$ cat config.mk
export PLATFORM = sky130hd
export DESIGN_NAME = pipe_hazard_ctrl
export DESIGN_NICKNAME = d
export VERILOG_FILES = /design/src/rtl/pipe_hazard_ctrl.sv
export SDC_FILE = /design/constraint.sdc
export NUM_CORES = 1
export LEC_CHECK = 0
export BUFFER_PORTS_ARGS = -buffer_cell sky130_fd_sc_hd__buf_2
export CORE_MARGIN = 2
export CORE_UTILIZATION = 26
export CTS_BUF_LIST = sky130_fd_sc_hd__clkbuf_16
export DETAILED_ROUTE_END_ITERATION = 12
export GPL_ROUTABILITY_DRIVEN = 1
export PLACE_DENSITY = 0.54
export SLEW_MARGIN = 20
export SYNTH_ARGS = -nofsm -noshare
export SYNTH_HDL_FRONTEND = slang
export SYNTH_SLANG_ARGS = --single-unit
$ cat constraint.sdc
create_clock -name clk -period 3.2 [get_ports clk]
set_input_delay 0.16 -clock clk [delete_from_list [all_inputs] [get_ports clk]]
set_output_delay 0.16 -clock clk [all_outputs]
set_load 0.1 [all_outputs]
$ cat src/rtl/pipe_hazard_ctrl.sv
// pipe_hazard_ctrl: scoreboard-based hazard detection, operand forwarding and
// branch flush control for the 5-stage pipeline, with saturating event counters.
module pipe_hazard_ctrl #(
    parameter int unsigned REG_AW = 5,
    parameter int unsigned FWD_EN = 1,
    parameter int unsigned CNT_W  = 16
) (
    input  logic              clk,
    input  logic              rst,
    input  logic              id_valid,
    input  logic [REG_AW-1:0] id_rs,
    input  logic [REG_AW-1:0] id_rt,
    input  logic              id_use_rs,
    input  logic              id_use_rt,
    input  logic [REG_AW-1:0] id_rw,
    input  logic              id_regwr,
    input  logic              id_memtoreg,
    input  logic              ex_br_taken,
    output logic              stall,
    output logic              bubble_idex,
    output logic              flush_ifid,
    output logic [1:0]        fwd_a,
    output logic [1:0]        fwd_b,
    output logic [CNT_W-1:0]  stall_cnt,
    output logic [CNT_W-1:0]  flush_cnt
);

    localparam logic [1:0]       FWD_RF    = 2'd0;
    localparam logic [1:0]       FWD_EXMEM = 2'd1;
    localparam logic [1:0]       FWD_MEMWB = 2'd2;
    localparam logic [CNT_W-1:0] CNT_MAX   = '1;

    // EX keeps the source operands so its forwarding selects can be computed.
    typedef struct packed {
        logic              valid;
        logic [REG_AW-1:0] rw;
        logic              regwr;
        logic              load;
        logic [REG_AW-1:0] rs;
        logic [REG_AW-1:0] rt;
        logic              use_rs;
        logic              use_rt;
    } ex_entry_t;

    // MEM and WB only ever act as producers.
    typedef struct packed {
        logic              valid;
        logic [REG_AW-1:0] rw;
        logic              regwr;
    } wr_entry_t;

    ex_entry_t ex_q;
    wr_entry_t mem_q;
    wr_entry_t wb_q;
    logic      hazard_c;

    // Producer entry writes register r; r0 is hardwired and never matches.
    function automatic logic wr_match(
        input logic              valid,
        input logic              regwr,
        input logic [REG_AW-1:0] rw,
        input logic [REG_AW-1:0] r
    );
        return valid & regwr & (rw == r) & (r != '0);
    endfunction

    // Data hazard between the ID sources and in-flight producers.
    always_comb begin
        hazard_c = 1'b0;
        if (FWD_EN != 0) begin
            hazard_c = ex_q.load &
                ((id_use_rs & wr_match(ex_q.valid, ex_q.regwr, ex_q.rw, id_rs)) |
                 (id_use_rt & wr_match(ex_q.valid, ex_q.regwr, ex_q.rw, id_rt)));
        end else begin
            hazard_c =
                (id_use_rs & (wr_match(ex_q.valid, ex_q.regwr, ex_q.rw, id_rs) |
                              wr_match(mem_q.valid, mem_q.regwr, mem_q.rw, id_rs))) |
                (id_use_rt & (wr_match(ex_q.valid, ex_q.regwr, ex_q.rw, id_rt) |
                              wr_match(mem_q.valid, mem_q.regwr, mem_q.rw, id_rt)));
        end
    end

    // Stall / bubble / flush; a taken branch squashes ID so it overrides stall.
    always_comb begin
        stall       = id_valid & hazard_c & ~ex_br_taken;
        bubble_idex = stall | ex_br_taken;
        flush_ifid  = ex_br_taken;
    end

    // Operand forwarding for the EX instruction, youngest producer first.
    always_comb begin
        fwd_a = FWD_RF;
        fwd_b = FWD_RF;
        if ((FWD_EN != 0) && ex_q.valid) begin
            if (ex_q.use_rs) begin
                if (wr_match(mem_q.valid, mem_q.regwr, mem_q.rw, ex_q.rs)) begin
                    fwd_a = FWD_EXMEM;
                end else if (wr_match(wb_q.valid, wb_q.regwr, wb_q.rw, ex_q.rs)) begin
                    fwd_a = FWD_MEMWB;
                end
            end
            if (ex_q.use_rt) begin
                if (wr_match(mem_q.valid, mem_q.regwr, mem_q.rw, ex_q.rt)) begin
                    fwd_b = FWD_EXMEM;
                end else if (wr_match(wb_q.valid, wb_q.regwr, wb_q.rw, ex_q.rt)) begin
                    fwd_b = FWD_MEMWB;
                end
            end
        end
    end

    // Scoreboard advances with the pipeline registers on the falling edge.
    always_ff @(negedge clk) begin
        if (rst) begin
            ex_q  <= '0;
            mem_q <= '0;
            wb_q  <= '0;
        end else begin
            wb_q  <= mem_q;
            mem_q <= '{valid: ex_q.valid, rw: ex_q.rw, regwr: ex_q.regwr};
            ex_q  <= '{valid:  id_valid & ~bubble_idex,
                       rw:     id_rw,
                       regwr:  id_regwr,
                       load:   id_memtoreg,
                       rs:     id_rs,
                       rt:     id_rt,
                       use_rs: id_use_rs,
                       use_rt: id_use_rt};
        end
    end

    // Saturating performance counters.
    always_ff @(negedge clk) begin
        if (rst) begin
            stall_cnt <= '0;
            flush_cnt <= '0;
        end else begin
            if (stall && (stall_cnt != CNT_MAX)) begin
                stall_cnt <= stall_cnt + CNT_W'(1);
            end
            if (ex_br_taken && (flush_cnt != CNT_MAX)) begin
                flush_cnt <= flush_cnt + CNT_W'(1);
            end
        end
    end

endmodule

Yosys cells after proc, flatten, opt, wreduce, memory -nomap -nowiden --
Cells that the tools add are included.
Word-level totals: latch bits 0, register bits 66, memory bits (read-only) 0, word-level logic and storage cells 65, output and inout bits 39, input bits 23, RAM bits 0, memories 0
Cells by class: mux-type cells 8, multipliers 0, shift operators 0, reduce and logical (&&, ||, !) cells 6, divide/modulo/power cells 0, add/subtract/negate cells 2, order comparisons 0, bitwise operators 25, eq/ne operators 8
Operators with widths (count):
- 16-bit by 1-bit adder with 16-bit output, second input constant | 2
- 16-bit inequality test, second input constant | 2
- 5-bit equality test | 6
- 1-bit AND | 21
- 5-bit nonzero test | 4
- 2-bit 2-to-1 mux | 8
- 1-bit logical AND | 2
- 1-bit inverter | 2
- 1-bit bitwise OR | 2

Longest topological paths before layout --
Gate-level depths: netlist (run 1).
depth in word-level cells 11, gate-level depth with buffers 7, depth with buffers taken out 7

==> results of run 1 <==
==> kinds of logic after synthesis <==
group | share of synthesized area (%)
compound gates | 10.2
xor+xnor | 12.9
fa+ha+maj | 0.839
buf+inv | 3.44
flops | 44.3
mux | 0.336
simple gates | 27.9
==> metrics by stage <==
step	hold slack [ps]	total power [mW]	util [%]
finish	455	2.33	41.4
global route	476	2.51	41.4
global placement	464	1.19	34.3
CTS	457	2.39	40.2
floorplan	430	1.12	-
detailed placement	460	1.19	34.3
==> worst max-delay path: stages, from the launching register on <==
cell and delay (ps):
dfxtp_2 320, or4_4 530, nor2_4 160, nor3_4 60, nor4_4 210, buf_12 220
==> flip-flops by register name, indices dropped and copies added (netlist names) <==
register,flops
ex_q,20
flush_cnt,16
stall_cnt,16
mem_q,7
wb_q,7
==> worst paths after layout <==
path	start	to	slack, ps	cells past startpoint
worst min-delay path	ex_q[13]$_SDFF_NP0_	mem_q[0]$_SDFF_NP0_	460	1
worst min register to register	ex_q[13]$_SDFF_NP0_	mem_q[0]$_SDFF_NP0_	460	1
worst max register to register	ex_q[15]$_SDFF_NP0_	stall_cnt[3]$_SDFFE_NP0P_	1030	7
worst max-delay path	ex_q[4]$_SDFF_NP0_	fwd_b[1]	-440	5
==> area by class of cell <==
class	count	area share [%]
Clock buffer	9	4.80
Clock inverter	72	6.48
Inverter	11	0.880
Multi-Input combinational cell	236	41.4
Sequential cell	66	28.5
Tap cell	143	3.81
Timing Repair Buffer	91	14.2
==> synth_stat cells (6+ instances only) <==
library cell and number:
nor2_1 29, xnor2_1 39, dfxtp_1 66, a21oi_1 17, and3_1 7, nor2b_1 32, nor3_1 6, nand3_1 15
nand2_1 12, inv_1 12, clkbuf_1 8, nand4_1 20
==> power groups by stage <==
stage / sequential (mW) / combinational (mW) / clock [mW]
final: 0.876 / 0.198 / 1.25
after detailed placement: 0.883 / 0.180 / 0.127
after global placement: 0.883 / 0.178 / 0.127
after floorplan: 0.898 / 0.0991 / 0.127
after CTS: 0.874 / 0.191 / 1.32
after global routing: 0.877 / 0.212 / 1.42
==> timing repair <==
item                                    CTS  global route
pin swaps                                11            31
gates resized for setup                  30            22
gates cloned                              1             0
hold buffers                              0             0
endpoints found under the setup margin   21            22
buffers inserted                          5             3
==> per-layer routing <==
| metal | routed length (microns) | part of all wire, % | track usage (%) |
|---|---|---|---|
| met5 | 0 | 0 | 0 |
| met1 | 3690 | 46 | 14.8 |
| met3 | 287 | 3.6 | 5.52 |
| met4 | 133 | 1.7 | 8.07 |
| met2 | 3920 | 49 | 20.5 |
==> run summary, run 1 <==
outcome: finished, violations left
failing checks: negative setup slack
Post-Route Setup TNS: -2890 ps
Final GP Congestion: 0.792
Final WS setup: -436 ps
Post-Route Skew: 14.8 ps
kind of critical path: reg2out
endpoints failing setup: 18
Setup Slack @ Placement: -555 ps
pin count of the biggest net entering global routing: 39
Synth Cell Area: 2980 sq um
static leakage: 1.99 nW
switching fraction of total power: 29.5%
Reg area: 1340 sq um
IO Count: 62
Yosys top cell area share: 44.3%
vias in the first global route: 2984
clk_lat worst skew: 380 ps
Post-DP HPWL: 5610 microns
Max Cap Viol: 0
Clk pwr share: 53.9%
Worst-path clk slew: 40 ps
placed cells: 541
cell taking the most area after synthesis: dfxtp_1
average routed wire per standard cell: 12.8 microns
I/O Buffers: 61
Pwr Density: 496 nW/um^2
fraction of layout cells with a size suffix above 1: 35.9%
synth warn: 0
CP max FO: 3
Post-synth ARST share: 0%
RSZ-0062 raised after global routing: true
GRT overflow: 0
Row Count: 39
top cells by area, synth: dfxtp_1 (44%), xnor2_1 (11%), nor2b_1 (6.7%)
clk buf depth: 2
core area: 11300 sq um
Num CTS Buffers: 9
Slew HR: 67.4%
post-place instance area: 3880 sq um
switching pwr: 0.686 mW
H-tree depth: 3
height of the die: 111 microns
CTS tree: done
Vias: 2865
Tot GR Track Use: 13.1%
initial antenna violation count: 0
number of vias per cell: 4.56
Syn Nets: 351
area grow syn2layout: 57.4%
Hold WC Path Type: reg2reg
internal power: 1.64 mW
final instance area: 4690 sq um
most common cell after layout, fill and taps aside: inv_1
Max VDD drop: 0.000268 V
Synth Instances: 326
Antenna Nets Post-Route: 0
Total Routed Length: 8030 microns
Main synth FF type: dfxtp_1
Post-synth EDFFs: 0
combinational group share of total power: 8.5%
Seq/Total Area, Yosys: 44.3%
fillers: 1147
Startpoint Class: flip-flop
Die Area: 12300 sq um
first-pass GRT wire length: 13200 microns
commonest non-fill, non-tap cells in the layout: inv_1 (79), dfxtp_1 (54), buf_2 (53)
Starting DRT DRC Count: 83
area of the multi-input gates: 1940 sq um
worst slew pin tran: 493 ps
clock sinks: 66
max-slew violation count: 0
nets@finish: 506
drc violations: 0
starting density of the core: 26.3%
ant diodes: 0
Root Driver: clkbuf_16
Flop pwr share: 37.6%
die width: 111 microns
library cells used by synthesis: 46
Seq cells post-synth: 66
critical path arrival: 3480 ps
average size of a mapped cell: 9.15 sq um
drt pass-1 iters: 4
Final Hold Viols: 0
Critical Path Sink Type: output pin
final std cells w/o fill: 628
critical path data required time: 3040 ps
Note: power is estimated with default switching activity, not from simulation.
==> inputs of run 2 (changes only) <==
--- a/config.mk
+++ b/config.mk
@@ -11,7 +11,7 @@
 export CTS_BUF_LIST = sky130_fd_sc_hd__clkbuf_16
 export DETAILED_ROUTE_END_ITERATION = 12
 export GPL_ROUTABILITY_DRIVEN = 1
-export PLACE_DENSITY = 0.54
+export PLACE_DENSITY = 0.56
 export SLEW_MARGIN = 20
 export SYNTH_ARGS = -nofsm -noshare
 export SYNTH_HDL_FRONTEND = slang
==> run summary, run 2 (synthesis gave the netlist of run 1 again) <==
outcome: finished, violations left
failing checks: negative setup slack
reg2reg setup slack: 1010 ps
Antenna Nets Post-Route: 0
Finished Core Util: 41.8%
clk_lat worst skew: 400 ps
met2 Track Usage GR: 21.1%
core area: 11300 sq um
starting density of the core: 26.3%
clock sinks: 66
drt pass-1 iters: 6
area grow syn2layout: 58.7%
Row Count: 39
endpoints failing setup: 16
Max VDD drop: 0.000249 V
Die Area: 12300 sq um
worst slew pin tran: 526 ps
RSZ-0062 raised after global routing: true
kind of critical path: reg2out
Final GP Congestion: 0.749
ant diodes: 0
most common cell after layout, fill and taps aside: inv_1
drc violations: 0
number of vias per cell: 4.56
Max Cap Viol: 0
CP max FO: 3
reg2reg start: ex_q[15]$_SDFF_NP0_
Starting DRT DRC Count: 111
I/O Buffers: 61
IO Count: 62
Num CTS Buffers: 9
critical path arrival: 3450 ps
met1 Use GR: 14.5%
clk buf depth: 2
Total Routed Length: 8070 microns
final std cells w/o fill: 629
Vias: 2870
Largest Register: ex_q
initial antenna violation count: 0
CTS tree: done
Final WS setup: -414 ps
die width: 111 microns
fraction of layout cells with a size suffix above 1: 35.2%
Pwr Density: 516 nW/um^2
commonest non-fill, non-tap cells in the layout: inv_1 (77), dfxtp_1 (52), buf_2 (50)
Min Hold Slack: 467 ps
Power, Total: 2.44 mW
Hold Path Stages: 1
GRT overflow: 0
placed cells: 543
hold_buf cts: 0
max reg flops: 20
first-pass GRT wire length: 13400 microns
Worst-path clk slew: 30 ps
Critical Path Sink Type: output pin
r2r endpoint: stall_cnt[8]$_SDFFE_NP0P_
pin count of the biggest net entering global routing: 35
H-tree depth: 3
hold path endpoint: mem_q[0]$_SDFF_NP0_
vias in the first global route: 3018
static leakage: 2.01 nW
Startpoint Class: flip-flop
Final Hold Viols: 0
critical path data required time: 3040 ps
nets@finish: 507
Post-DP HPWL: 5690 microns
max-slew violation count: 0
height of the die: 111 microns
Root Driver: clkbuf_16
met3 Track Usage GR: 5.30%
average routed wire per standard cell: 12.8 microns
Tot GR Track Use: 13.3%
Hold WC Path Type: reg2reg
HP Start: ex_q[13]$_SDFF_NP0_
reg2reg path depth: 8
gr busiest metal: met2
Post-Route Skew: 16.4 ps
Slew HR: 64.8%
top flop regs: ex_q x20, flush_cnt x16, stall_cnt x16
[run 2: cell count changes in the layout (fill, tap and decap cells not counted), moves of 2 or more]
cell	previous run	this run
a21oi_1	9	13
a21oi_2	7	4
buf_2	53	50
buf_6	7	11
dfxtp_1	54	52
inv_1	79	77
xnor2_1	27	29
xnor2_2	11	8
[run 2: timing repair]
action / 4_1_cts / 5_1_grt
cloned: 1 / 0
buffers inserted: 4 / 2
setup endpoints to repair: 15 / 19
pin swaps: 18 / 17
gates resized for setup: 40 / 16
[run 2: metal layers]
metal  up-vias  part of all wire [%]
met5         -                     0
met3        17                   4.1
li1       1447                     -
met4         0                   2.2
met2        63                    50
met1      1343                    44
[run 2: layout make-up]
class                   count  area [sq um]
inverters                  11          41.3
clock buffers               9           225
fillers                  1154          6590
well taps                 143           179
repair buffers             92           702
multi-input cells         236          1910
clock inverters            72           337
flip-flops and latches     66          1340
[run 2: stage by stage]
step	setup slack, ps	setup TNS (ps)	cell area, sq um
finish	-414	-2830	4730
global placement	-490	-6470	3900
floorplan	-616	-4390	3190
detailed placement	-496	-6830	3900
CTS	-436	-2410	4660
global route	-499	-4150	4730
[run 2: how the worst max path moves through the flow]
stage,cells after the start,start,to,slack [ps]
2_1_floorplan,4,ex_q[11]$_SDFF_NP0_,fwd_a[1],-620
3_3_place_gp,8,id_rs[2],stall_cnt[8]$_SDFFE_NP0P_,-490
3_5_place_dp,8,id_rs[2],stall_cnt[8]$_SDFFE_NP0P_,-500
4_1_cts,5,ex_q[6]$_SDFF_NP0_,fwd_b[1],-440
5_1_grt,7,ex_q[14]$_SDFF_NP0_,stall,-500
6_report,5,ex_q[4]$_SDFF_NP0_,fwd_b[1],-410
[run 2: power by group]
group | total (mW) | internal (mW) | switching, mW
Sequential | 0.875 | 0.853 | 0.0224
Clock | 1.36 | 0.789 | 0.573
Combinational | 0.207 | 0.0973 | 0.110
[run 2: critical path: stages (launching register included)]
cell and delay [ps]:
dfxtp_2 320, or4_4 550, nor2_4 130, nor3_4 70, nor4_4 180, buf_12 210
==> inputs of run 3 (changes only) <==
--- a/config.mk
+++ b/config.mk
@@ -12,6 +12,7 @@
 export DETAILED_ROUTE_END_ITERATION = 12
 export GPL_ROUTABILITY_DRIVEN = 1
 export PLACE_DENSITY = 0.56
+export SKIP_CTS_REPAIR_TIMING = 1
 export SLEW_MARGIN = 20
 export SYNTH_ARGS = -nofsm -noshare
 export SYNTH_HDL_FRONTEND = slang
==> run summary, run 3 (synthesis gave the netlist of run 1 again) <==
Root Driver: clkbuf_16
Flop pwr share: 36.1%
Hold WC Path Type: reg2reg
reg2reg setup slack: 880 ps
die width: 111 microns
Critical Path Sink Type: output pin
max-slew violation count: 0
ant diodes: 0
clk_lat worst skew: 400 ps
Max VDD drop: 0.000255 V
Antenna Nets Post-Route: 0
Slew HR: 66.9%
most common cell after layout, fill and taps aside: inv_1
fraction of layout cells with a size suffix above 1: 32.7%
Startpoint Class: flip-flop
endpoints failing setup: 22
failing checks: negative setup slack
clock sinks: 66
internal power: 1.73 mW
starting density of the core: 26.3%
Worst-path clk slew: 30 ps
Final Hold Viols: 0
Clk pwr share: 56.1%
first-pass GRT wire length: 12800 microns
Post-DP HPWL: 5690 microns
critical path arrival: 3460 ps
end of the critical path: stall
Worst Setup SP: ex_q[13]$_SDFF_NP0_
Die Area: 12300 sq um
clk buf depth: 2
kind of critical path: reg2out
GRT overflow: 0
Max Cap Viol: 0
outcome: finished, violations left
drt pass-1 iters: 6
switching pwr: 0.696 mW
Post-Route Skew: 16.2 ps
met3 wire length: 367 microns
Final GP Congestion: 0.749
H-tree depth: 3
number of vias per cell: 4.52
height of the die: 111 microns
reg2reg path depth: 8
drc violations: 0
worst slew pin tran: 499 ps
CP max FO: 3
nets@finish: 504
vias in the first global route: 2928
average routed wire per standard cell: 12.4 microns
Final WS setup: -421 ps
combinational group share of total power: 7.9%
Pwr Density: 530 nW/um^2
CTS tree: done
met2 wire len: 3820 microns
commonest non-fill, non-tap cells in the layout: inv_1 (77), dfxtp_1 (55), buf_2 (55)
Finished Core Util: 40.4%
Largest Register: ex_q
Total Routed Length: 7760 microns
top flop regs: ex_q x20, flush_cnt x16, stall_cnt x16
Starting DRT DRC Count: 138
Tot GR Track Use: 12.7%
area grow syn2layout: 53.4%
r2r endpoint: stall_cnt[8]$_SDFFE_NP0P_
reg2reg start: ex_q[13]$_SDFF_NP0_
initial antenna violation count: 0
wl on met1: 3380 microns
Row Count: 39
IO Count: 62
Vias: 2829
Setup Slack @ Placement: -496 ps
core area: 11300 sq um
max reg flops: 20
RSZ-0062 raised after global routing: true
Num CTS Buffers: 9
I/O Buffers: 61
static leakage: 1.96 nW
switching fraction of total power: 28.7%
pin count of the biggest net entering global routing: 35
top sig layer: met4
critical path data required time: 3040 ps
## run 3: layer usage
metal  vias up  GRT usage (%)
met3        17           5.36
met4         0           9.30
met2        69           19.7
li1       1443              -
met5         -              0
met1      1300           13.9
## run 3: worst min path at each step
stage / from / end / cells past startpoint
finish: ex_q[13]$_SDFF_NP0_ / mem_q[0]$_SDFF_NP0_ / 1
global route: ex_q[13]$_SDFF_NP0_ / mem_q[0]$_SDFF_NP0_ / 1
CTS: ex_q[13]$_SDFF_NP0_ / mem_q[0]$_SDFF_NP0_ / 1
detailed placement: ex_q[13]$_SDFF_NP0_ / mem_q[0]$_SDFF_NP0_ / 1
global placement: ex_q[13]$_SDFF_NP0_ / mem_q[0]$_SDFF_NP0_ / 1
floorplan: ex_q[13]$_SDFF_NP0_ / mem_q[0]$_SDFF_NP0_ / 1
## run 3: critical path, stage by stage (launching register included)
cell and delay [ps]:
dfxtp_1 310, and4_1 210, buf_4 110, nand4_1 180
nor3_4 290, nor2_4 80, nor2_4 120, buf_12 180
## run 3: area by class of cell
cell class	count	area, sq um
multi-input combinational	236	1830
inverter	11	41.3
tap	143	179
clock inverter	72	337
timing repair buffer	89	622
sequential	66	1340
clock buffer	9	225
fill	1168	6750
## run 3: through the flow
stage / instance area [sq um] / std cells / total power, mW / TNS [ps] / hold slack (ps)
finish: 4570 / 626 / 2.42 / -5080 / 460
global route: 4570 / 626 / 2.60 / -6810 / 463
CTS: 4460 / 623 / 2.48 / -3270 / 463
floorplan: 3190 / 326 / 1.12 / -4390 / 430
global placement: 3900 / 543 / 1.19 / -6470 / 458
detailed placement: 3900 / 543 / 1.19 / -6830 / 456
## run 3: power groups by stage
stage	logic (mW)	registers [mW]	clock network, mW
floorplan	0.0991	0.898	0.127
global placement	0.180	0.882	0.127
detailed placement	0.181	0.883	0.127
CTS	0.181	0.872	1.43
global route	0.203	0.875	1.52
finish	0.191	0.874	1.36
